<file path="config.mk">
export PLATFORM = sky130hd
export DESIGN_NAME = sram_arbiter_flat
export DESIGN_NICKNAME = d
export VERILOG_FILES = /design/src/rtl/sram_arbiter_if.sv /design/src/rtl/sram_arbiter.sv /design/src/flat_wrapper.sv
export SDC_FILE = /design/constraint.sdc
export NUM_CORES = 1
export LEC_CHECK = 0
export ABC_AREA = 0
export BUFFER_PORTS_ARGS = -buffer_cell sky130_fd_sc_hd__buf_4
export CELL_PAD_IN_SITES_DETAIL_PLACEMENT = 1
export CELL_PAD_IN_SITES_GLOBAL_PLACEMENT = 2
export CORE_ASPECT_RATIO = 1.4
export CORE_MARGIN = 2
export CORE_UTILIZATION = 29
export CTS_CLUSTER_DIAMETER = 50
export DETAILED_ROUTE_END_ITERATION = 10
export PLACE_DENSITY = 0.86
export SLEW_MARGIN = 10
export SYNTH_ARGS = -nofsm -noshare
export SYNTH_HDL_FRONTEND = slang
export SYNTH_SLANG_ARGS = --single-unit
</file>
<file path="constraint.sdc">
create_clock -name clk -period 5.1 [get_ports clk]
set_input_delay 0.255 -clock clk [delete_from_list [all_inputs] [get_ports clk]]
set_output_delay 0.255 -clock clk [all_outputs]
set_load 0.01 [all_outputs]
</file>
<file path="src/rtl/sram_arbiter_if.sv">
// rtl/sram_arbiter_if.sv - CPU fetch/data request ports and SRAM pins of sram_arbiter
interface sram_arbiter_if #(
  parameter int ADDR_W = 20
) ();
  logic              if_req;
  logic [31:0]       if_addr;
  logic [31:0]       if_rdata;
  logic              if_ready;
  logic              d_req;
  logic              d_we;
  logic [31:0]       d_addr;
  logic [31:0]       d_wdata;
  logic [31:0]       d_rdata;
  logic              d_ready;
  logic              stall;
  logic [ADDR_W-1:0] sram_addr;
  logic [31:0]       sram_wdata;
  logic [31:0]       sram_rdata;
  logic              sram_ce_n;
  logic              sram_oe_n;
  logic              sram_we_n;

  modport slave (
    input  if_req, if_addr, d_req, d_we, d_addr, d_wdata, sram_rdata,
    output if_rdata, if_ready, d_rdata, d_ready, stall,
           sram_addr, sram_wdata, sram_ce_n, sram_oe_n, sram_we_n
  );

  modport master (
    output if_req, if_addr, d_req, d_we, d_addr, d_wdata, sram_rdata,
    input  if_rdata, if_ready, d_rdata, d_ready, stall,
           sram_addr, sram_wdata, sram_ce_n, sram_oe_n, sram_we_n
  );
endinterface

</file>
<file path="src/rtl/sram_arbiter.sv">
// rtl/sram_arbiter.sv - shares one async single-port SRAM between fetch and data ports
module sram_arbiter #(
  parameter int ADDR_W      = 20,
  parameter int WAIT_CYCLES = 1
) (
  input  logic           clk,
  input  logic           reset,
  sram_arbiter_if.slave  bus
);
  typedef enum logic [2:0] {IDLE, RD, WR_SETUP, WR, DONE} state_t;

  localparam logic [2:0] WAIT_MAX = 3'(WAIT_CYCLES);

  state_t     state, state_nxt;
  logic [2:0] cnt, cnt_nxt;
  logic       last_grant;
  logic       gnt_d;
  logic       grant, pick_d, last_cnt;
  logic       ce_n_nxt, oe_n_nxt, we_n_nxt, if_ready_nxt, d_ready_nxt;
  logic       unused_addr_bits;

  // Ties go to the side that was not served last.
  assign grant    = bus.if_req | bus.d_req;
  assign pick_d   = bus.d_req & (~bus.if_req | ~last_grant);
  assign last_cnt = (cnt == WAIT_MAX);

  assign bus.stall = (bus.if_req & ~bus.if_ready) | (bus.d_req & ~bus.d_ready);

  assign unused_addr_bits = ^{bus.if_addr[1:0], bus.if_addr[31:ADDR_W+2],
                              bus.d_addr[1:0], bus.d_addr[31:ADDR_W+2]};

  always_ff @(posedge clk or posedge reset) begin
    if (reset) begin
      state          <= IDLE;
      cnt            <= 3'd0;
      last_grant     <= 1'b1;
      gnt_d          <= 1'b0;
      bus.sram_ce_n  <= 1'b1;
      bus.sram_oe_n  <= 1'b1;
      bus.sram_we_n  <= 1'b1;
      bus.sram_addr  <= '0;
      bus.sram_wdata <= 32'd0;
      bus.if_rdata   <= 32'd0;
      bus.d_rdata    <= 32'd0;
      bus.if_ready   <= 1'b0;
      bus.d_ready    <= 1'b0;
    end else begin
      state         <= state_nxt;
      cnt           <= cnt_nxt;
      bus.sram_ce_n <= ce_n_nxt;
      bus.sram_oe_n <= oe_n_nxt;
      bus.sram_we_n <= we_n_nxt;
      bus.if_ready  <= if_ready_nxt;
      bus.d_ready   <= d_ready_nxt;
      if (state == IDLE && grant) begin
        last_grant    <= pick_d;
        gnt_d         <= pick_d;
        bus.sram_addr <= pick_d ? bus.d_addr[ADDR_W+1:2] : bus.if_addr[ADDR_W+1:2];
        if (pick_d) begin
          bus.sram_wdata <= bus.d_wdata;
        end
      end
      if (state == RD && last_cnt) begin
        if (gnt_d) begin
          bus.d_rdata <= bus.sram_rdata;
        end else begin
          bus.if_rdata <= bus.sram_rdata;
        end
      end
    end
  end

  always_comb begin
    state_nxt = state;
    cnt_nxt   = cnt;
    case (state)
      IDLE: begin
        if (grant) begin
          state_nxt = (pick_d && bus.d_we) ? WR_SETUP : RD;
          cnt_nxt   = 3'd0;
        end
      end
      RD, WR: begin
        if (last_cnt) begin
          state_nxt = DONE;
        end else begin
          cnt_nxt = cnt + 3'd1;
        end
      end
      WR_SETUP: state_nxt = WR;
      DONE:     state_nxt = IDLE;
      default:  state_nxt = IDLE;
    endcase
  end

  // Strobes and ready are decoded from the next state so they register with it.
  always_comb begin
    ce_n_nxt     = 1'b1;
    oe_n_nxt     = 1'b1;
    we_n_nxt     = 1'b1;
    if_ready_nxt = 1'b0;
    d_ready_nxt  = 1'b0;
    case (state_nxt)
      RD: begin
        ce_n_nxt = 1'b0;
        oe_n_nxt = 1'b0;
      end
      WR_SETUP: ce_n_nxt = 1'b0;
      WR: begin
        ce_n_nxt = 1'b0;
        we_n_nxt = 1'b0;
      end
      DONE: begin
        if_ready_nxt = ~gnt_d;
        d_ready_nxt  = gnt_d;
      end
      default: ;
    endcase
  end
endmodule
</file>
<file path="src/flat_wrapper.sv">
// flat-port wrapper written by rule: the top's interface ports become plain ports
module sram_arbiter_flat 
#(
  parameter int ADDR_W      = 20,
  parameter int WAIT_CYCLES = 1
)
  (clk, reset, bus_if_req, bus_if_addr, bus_d_req, bus_d_we, bus_d_addr, bus_d_wdata, bus_sram_rdata, bus_if_rdata, bus_if_ready, bus_d_rdata, bus_d_ready, bus_stall, bus_sram_addr, bus_sram_wdata, bus_sram_ce_n, bus_sram_oe_n, bus_sram_we_n);
  sram_arbiter_if #(.ADDR_W(ADDR_W)) bus_i ();
  input  logic clk;
  input  logic reset;
  input wire logic [$bits(bus_i.if_req)-1:0] bus_if_req;
  input wire logic [$bits(bus_i.if_addr)-1:0] bus_if_addr;
  input wire logic [$bits(bus_i.d_req)-1:0] bus_d_req;
  input wire logic [$bits(bus_i.d_we)-1:0] bus_d_we;
  input wire logic [$bits(bus_i.d_addr)-1:0] bus_d_addr;
  input wire logic [$bits(bus_i.d_wdata)-1:0] bus_d_wdata;
  input wire logic [$bits(bus_i.sram_rdata)-1:0] bus_sram_rdata;
  output wire logic [$bits(bus_i.if_rdata)-1:0] bus_if_rdata;
  output wire logic [$bits(bus_i.if_ready)-1:0] bus_if_ready;
  output wire logic [$bits(bus_i.d_rdata)-1:0] bus_d_rdata;
  output wire logic [$bits(bus_i.d_ready)-1:0] bus_d_ready;
  output wire logic [$bits(bus_i.stall)-1:0] bus_stall;
  output wire logic [$bits(bus_i.sram_addr)-1:0] bus_sram_addr;
  output wire logic [$bits(bus_i.sram_wdata)-1:0] bus_sram_wdata;
  output wire logic [$bits(bus_i.sram_ce_n)-1:0] bus_sram_ce_n;
  output wire logic [$bits(bus_i.sram_oe_n)-1:0] bus_sram_oe_n;
  output wire logic [$bits(bus_i.sram_we_n)-1:0] bus_sram_we_n;
  assign bus_i.if_req = bus_if_req;
  assign bus_i.if_addr = bus_if_addr;
  assign bus_i.d_req = bus_d_req;
  assign bus_i.d_we = bus_d_we;
  assign bus_i.d_addr = bus_d_addr;
  assign bus_i.d_wdata = bus_d_wdata;
  assign bus_i.sram_rdata = bus_sram_rdata;
  assign bus_if_rdata = bus_i.if_rdata;
  assign bus_if_ready = bus_i.if_ready;
  assign bus_d_rdata = bus_i.d_rdata;
  assign bus_d_ready = bus_i.d_ready;
  assign bus_stall = bus_i.stall;
  assign bus_sram_addr = bus_i.sram_addr;
  assign bus_sram_wdata = bus_i.sram_wdata;
  assign bus_sram_ce_n = bus_i.sram_ce_n;
  assign bus_sram_oe_n = bus_i.sram_oe_n;
  assign bus_sram_we_n = bus_i.sram_we_n;
  sram_arbiter #(.ADDR_W(ADDR_W), .WAIT_CYCLES(WAIT_CYCLES)) u_core (.clk(clk), .reset(reset), .bus(bus_i));
endmodule
</file>
# Word level (Yosys, flattened, before mapping)
# Cells that the tools add are included.
word_totals:
  regBits: 129
  inputBits: 133
  out_inout_bits: 122
  wordCells: 59
op_classes:
  add_sub_neg: 1
  n_eq_ne: 10
  mux: 13
  bitwise_logic: 11
  reduce_logical: 11
ops:
  columns: ["cell", "count"]
  rows:
  - ["2-to-1 mux 20 bit", 1]
  - ["equality test 3 x 2 -> 1 bit (second input constant)", 4]
  - ["2-to-1 mux 3 bit", 4]
  - ["equality test 3 x 1 -> 1 bit (second input constant)", 3]
  - ["one-hot mux 3 bit (3 select lines)", 1]
  - ["one-hot mux 3 bit (2 select lines)", 1]
  - ["AND reduction 2 bit", 3]
  - ["2-to-1 mux 1 bit", 5]
  - ["inverter 1 bit", 5]
  - ["adder 3 x 1 -> 3 bit (second input constant)", 1]
  - ["AND 1 bit", 3]
  - ["equality test 3 bit (second input constant)", 1]
  - ["logical AND 1 bit", 3]
  - ["zero test 3 bit", 1]
  - ["OR 1 bit", 3]
  - ["AND reduction 3 bit", 1]
  - ["OR reduction 3 bit", 1]
  - ["2-to-1 mux 2 bit", 1]
  - ["!= test 2 x 1 -> 1 bit (second input constant)", 1]
  - ["!= test 2 bit (second input constant)", 1]
  - ["nonzero test 2 bit", 1]
  - ["OR reduction 2 bit", 1]

# Depth between registers and ports, before layout
depth:
  depth_word: 10
  ltp_mapped: 6
  depth_no_buf: 5

# Least setup slack after synthesis
# No wires, ideal clock.
synth_timing:
  path_type: "register -> register"
  startpoint: "register u_core.cnt[0]"
  endpoint: "register u_core.bus.if_rdata[1]"
  setup_ps: 125
  arrival_ps: 1542
  t_required_ps: 4975
  slack_ps: 3434
  path_stages_with_launch: 6
  path_buffers: 1
  synth_period_minus_slack_ps: 1666
  path_cell_list: "dfrtp_1 ha_1 and4bb_2 nand2_1 buf_2 mux2_2"
synth_via:
  elab_chain_cells: 3
synth_lines:
  columns: ["element", "line", "source"]
  rows:
  - ["start, declared", "sram_arbiter.sv:15", "logic [2:0] cnt, cnt_nxt;"]
  - ["start signal, assigned", "sram_arbiter.sv:49", "cnt <= cnt_nxt;"]
  - ["equality test 3 x 1 -> 1 bit", "sram_arbiter.sv:25", "assign last_cnt = (cnt == WAIT_MAX);"]
  - ["logical AND 1 bit", "sram_arbiter.sv:63", "if (state == RD && last_cnt) begin"]
  - ["AND reduction 2 bit (no line)", null, null]
  - ["end signal, assigned", "sram_arbiter.sv:67", "bus.if_rdata <= bus.sram_rdata;"]
  - ["end, declared", "sram_arbiter_if.sv:25", "output if_rdata, if_ready, d_rdata, d_ready, stall,"]
# Every way passes these cells.
# A chain may end at the register's enable or synchronous reset.

# Worst setup path after layout
layout_timing:
  startpoint: "register u_core.cnt[1]"
  endpoint: "register u_core.bus.d_rdata[26]"
layout_via:
  elab_chain_cells: 3
layout_lines:
  columns: ["element", "line", "source"]
  rows:
  - ["equality test 3 x 1 -> 1 bit", "sram_arbiter.sv:25", null]
  - ["logical AND 1 bit", "sram_arbiter.sv:63", null]
  - ["AND reduction 2 bit (no line)", null, null]
  - ["end signal, assigned", "sram_arbiter.sv:65", "bus.d_rdata <= bus.sram_rdata;"]
  - ["end, declared", "sram_arbiter_if.sv:25", null]
# Every way passes these cells.

==> flow_summary.ini <==
[timing]
final-hold-violation-count = 0
fin_crit_sh_pct = 47.5
slew_violations = 0
skew_ns = 0.00855
maxClockFrequency_mhz = 413
rsz0062_at_grt = false
period_needed_ns = 2.42
relSlewSlack_pct = 30.1
finalSetupViolCount = 0
worstMarginPinSlew_ns = 1.05
setup_tns_ns = 0

[clock_network]
clockRootBuffer = clkbuf_16
post_cts_resized = 0
clk_latency_ns = 0.41
cts.sinks = 129
cts_setup_buffers = 0
cts.hold.buffers_added = 0
tritoncts = done
htree_levels = 4
path_clk_slew_ns = 0.05
cts_max_path_buffers = 2
cts_made_buffers = 17

[pwr]
p_per_area_nw_per_um2 = 691
leakagePower_nw = 3.56
power_mw = 5.30
irDropWorstVdd_mv = 0.277

[synth]
netlist_area_um2 = 5070
synth_fp_nets = 465
yosysWarnings = 0
ys_types = 36
syn_area_per_cell_um2 = 15.4
yosys_register_bits = 129
syn_inst = 330
ys_seq_area_share_pct = 63.8

[worst_setup_path]
worst-path-max-fanout = 32
required_ns = 5.38
r2r-start = u_core.cnt[1]$_DFFE_PP0P_
ff2ff_path_depth = 5
rr_endpoint = u_core.bus.d_rdata[26]$_DFFE_PP0P_
critical_path_class = flip-flop to flip-flop
crit_arrival_ns = 2.70
worst-r2r-setup-slack_ns = 2.68
crit_path_end_kind = flip-flop
crit_path_start_kind = flip-flop

[routing]
ant_nets = 0
drc = 0
first_pass_iters = 4
drt_iter0_drc = 104
wl_per_cell_um = 17.1
wl_um = 13900
via_per_inst = 4.58
vias = 3729

[grt]
grt_pass1_vias = 4306
overflow = 0
antenna_found_initial = 0
grt_start_max_net_pins = 66
grt.total_usage_pct = 15.4
grt_pass1_wl_um = 22000

[die]
core_area_um2 = 17300
rows = 57
die_height_um = 160
die_area_um2 = 18600
start_util_pct = 29.4
die_width_um = 116
io_pins = 255

[layout]
nNetsFinal = 701
area_growth_pct = 51.2
antenna_cells = 0
drive_gt1_share_pct = 64.4

[place]
io_buffers = 230
gp_congestion = 0.724
dp_hpwl_um = 10200

[run]
maxCapViolCount = 0

[min_path]
whs_path_depth = 2
worstHoldPathType = input port to flip-flop
worstHoldStart = bus_d_req
holdPathEnd = u_core.bus.sram_ce_n$_DFF_PP1_

[outcome]
status = completed
## area by class of cell
type,instances,area [µm²]
clock buffers,24,492
fillers,1809,9590
flip-flops and latches,129,3230
clock inverters,8,150
inverters,4,17.5
well taps,236,295
repair buffers,235,1760
multi-input cells,179,1710
## report_power, final
| part | internal [mW] | total [mW] | switching (mW) |
|---|---|---|---|
| registers | 1.56 | 1.87 | 0.310 |
| clock network | 0.871 | 1.30 | 0.429 |
| logic | 1.22 | 2.13 | 0.908 |
## kinds of logic (layout without fill, tap and decap cells)
kind of cell	Yosys count	in the layout	synth area share, %
buf+inv	22	271	2.44
fa+ha+maj	2	2	0.494
mux	97	97	21.5
flops	129	129	63.8
simple gates	44	44	5.18
compound gates	36	36	6.59
## sequential cells by signal, summed over array words and instances, names as in the netlist, 3 cells and up
| signal | flops |
|---|---|
| u_core.state | 3 |
| u_core.bus.d_rdata | 32 |
| u_core.bus.if_rdata | 32 |
| u_core.cnt | 3 |
| u_core.bus.sram_addr | 20 |
| u_core.bus.sram_wdata | 32 |
## synth_stat cells
| master | n | area share (%) |
|---|---|---|
| nand2b_1 | 3 | 0.37 |
| nand3b_2 | 1 | 0.22 |
| clkbuf_1 | 4 | 0.30 |
| dfstp_2 | 4 | 2.1 |
| mux2_1 | 18 | 4.0 |
| nor2b_1 | 1 | 0.12 |
| and2_1 | 1 | 0.12 |
| or3_4 | 1 | 0.22 |
| o21ai_0 | 4 | 0.39 |
| o221a_2 | 20 | 4.4 |
| nand3b_1 | 1 | 0.15 |
| nor2_1 | 4 | 0.30 |
| a21bo_2 | 1 | 0.20 |
| a2bb2oi_1 | 1 | 0.17 |
| a211oi_1 | 1 | 0.15 |
| o211ai_1 | 1 | 0.15 |
| o221ai_1 | 1 | 0.17 |
| o31ai_1 | 1 | 0.15 |
| buf_6 | 3 | 0.67 |
| dfrtp_1 | 125 | 62 |
| inv_1 | 4 | 0.30 |
| nor3_1 | 2 | 0.20 |
| ha_1 | 2 | 0.49 |
| and4bb_2 | 1 | 0.25 |
| mux2i_1 | 1 | 0.20 |
| or2_2 | 1 | 0.12 |
| a21oi_1 | 2 | 0.20 |
| mux2_2 | 78 | 17 |
| a21boi_1 | 1 | 0.15 |
| nor2_2 | 1 | 0.12 |
| nand2_1 | 7 | 0.52 |
| buf_4 | 2 | 0.30 |
| o22ai_1 | 2 | 0.25 |
| a22o_1 | 1 | 0.17 |
| or3_1 | 20 | 2.5 |
| buf_2 | 9 | 0.89 |
## through the flow
step	worst slack, ns	hold WS, ns	cells	instance area (µm²)	utilization [%]
detailed placement	2.62	0.479	783	7020	40.7
CTS	2.62	0.0392	815	7660	44.4
global placement	2.65	0.460	783	7020	40.7
floorplan	1.41	0.316	330	5070	-
finish	2.68	0.0495	815	7660	44.4
global route	2.49	0.0475	815	7660	44.4
## cells in the final DEF, fill, tap and decap left out, drive strengths merged
cell / n
a21boi: 1
and4bb: 1
bufinv: 4
inv: 4
nor2b: 1
clkinvlp: 1
dfstp: 4
or3: 21
buf: 235
a21bo: 1
o211ai: 1
or2: 1
mux2: 96
ha: 2
o221a: 20
clkbuf: 24
clkinv: 3
a211oi: 1
and2: 1
nand3b: 2
o221ai: 1
a21oi: 2
mux2i: 1
o31ai: 1
dfrtp: 125
nand2b: 3
nor3: 2
nor2: 5
nand2: 7
o22ai: 2
o21ai: 4
a2bb2oi: 1
a22o: 1
## layer usage
metal | up-vias | GRT usage [%] | share of wire, %
li1 | 1676 | - | -
met1 | 1887 | 15.2 | 34
met2 | 147 | 28.8 | 57
met3 | 19 | 5.66 | 7.2
met4 | 0 | 5.57 | 2.0
met5 | - | 0 | 0
## worst max-delay path by stage
stage | from | endpoint | slack [ns] | depth (start not counted)
global route | u_core.cnt[1]$_DFFE_PP0P_ | u_core.bus.d_rdata[26]$_DFFE_PP0P_ | 2.49 | 5
floorplan | reset | u_core.bus.d_rdata[0]$_DFFE_PP0P_ | 1.41 | 1
finish | u_core.cnt[1]$_DFFE_PP0P_ | u_core.bus.d_rdata[26]$_DFFE_PP0P_ | 2.68 | 5
detailed placement | u_core.cnt[1]$_DFFE_PP0P_ | u_core.bus.d_rdata[0]$_DFFE_PP0P_ | 2.62 | 5
global placement | u_core.cnt[1]$_DFFE_PP0P_ | u_core.bus.d_rdata[29]$_DFFE_PP0P_ | 2.65 | 5
CTS | u_core.cnt[1]$_DFFE_PP0P_ | u_core.bus.d_rdata[26]$_DFFE_PP0P_ | 2.62 | 5
## critical path: stages, from the launching register on
cell      delay [ns]
dfrtp_1         0.39
inv_1           0.06
ha_1            0.20
and4bb_2        0.29
nand3b_2        0.72
mux2_1          0.62
Power figures use the tool's default switching activity.
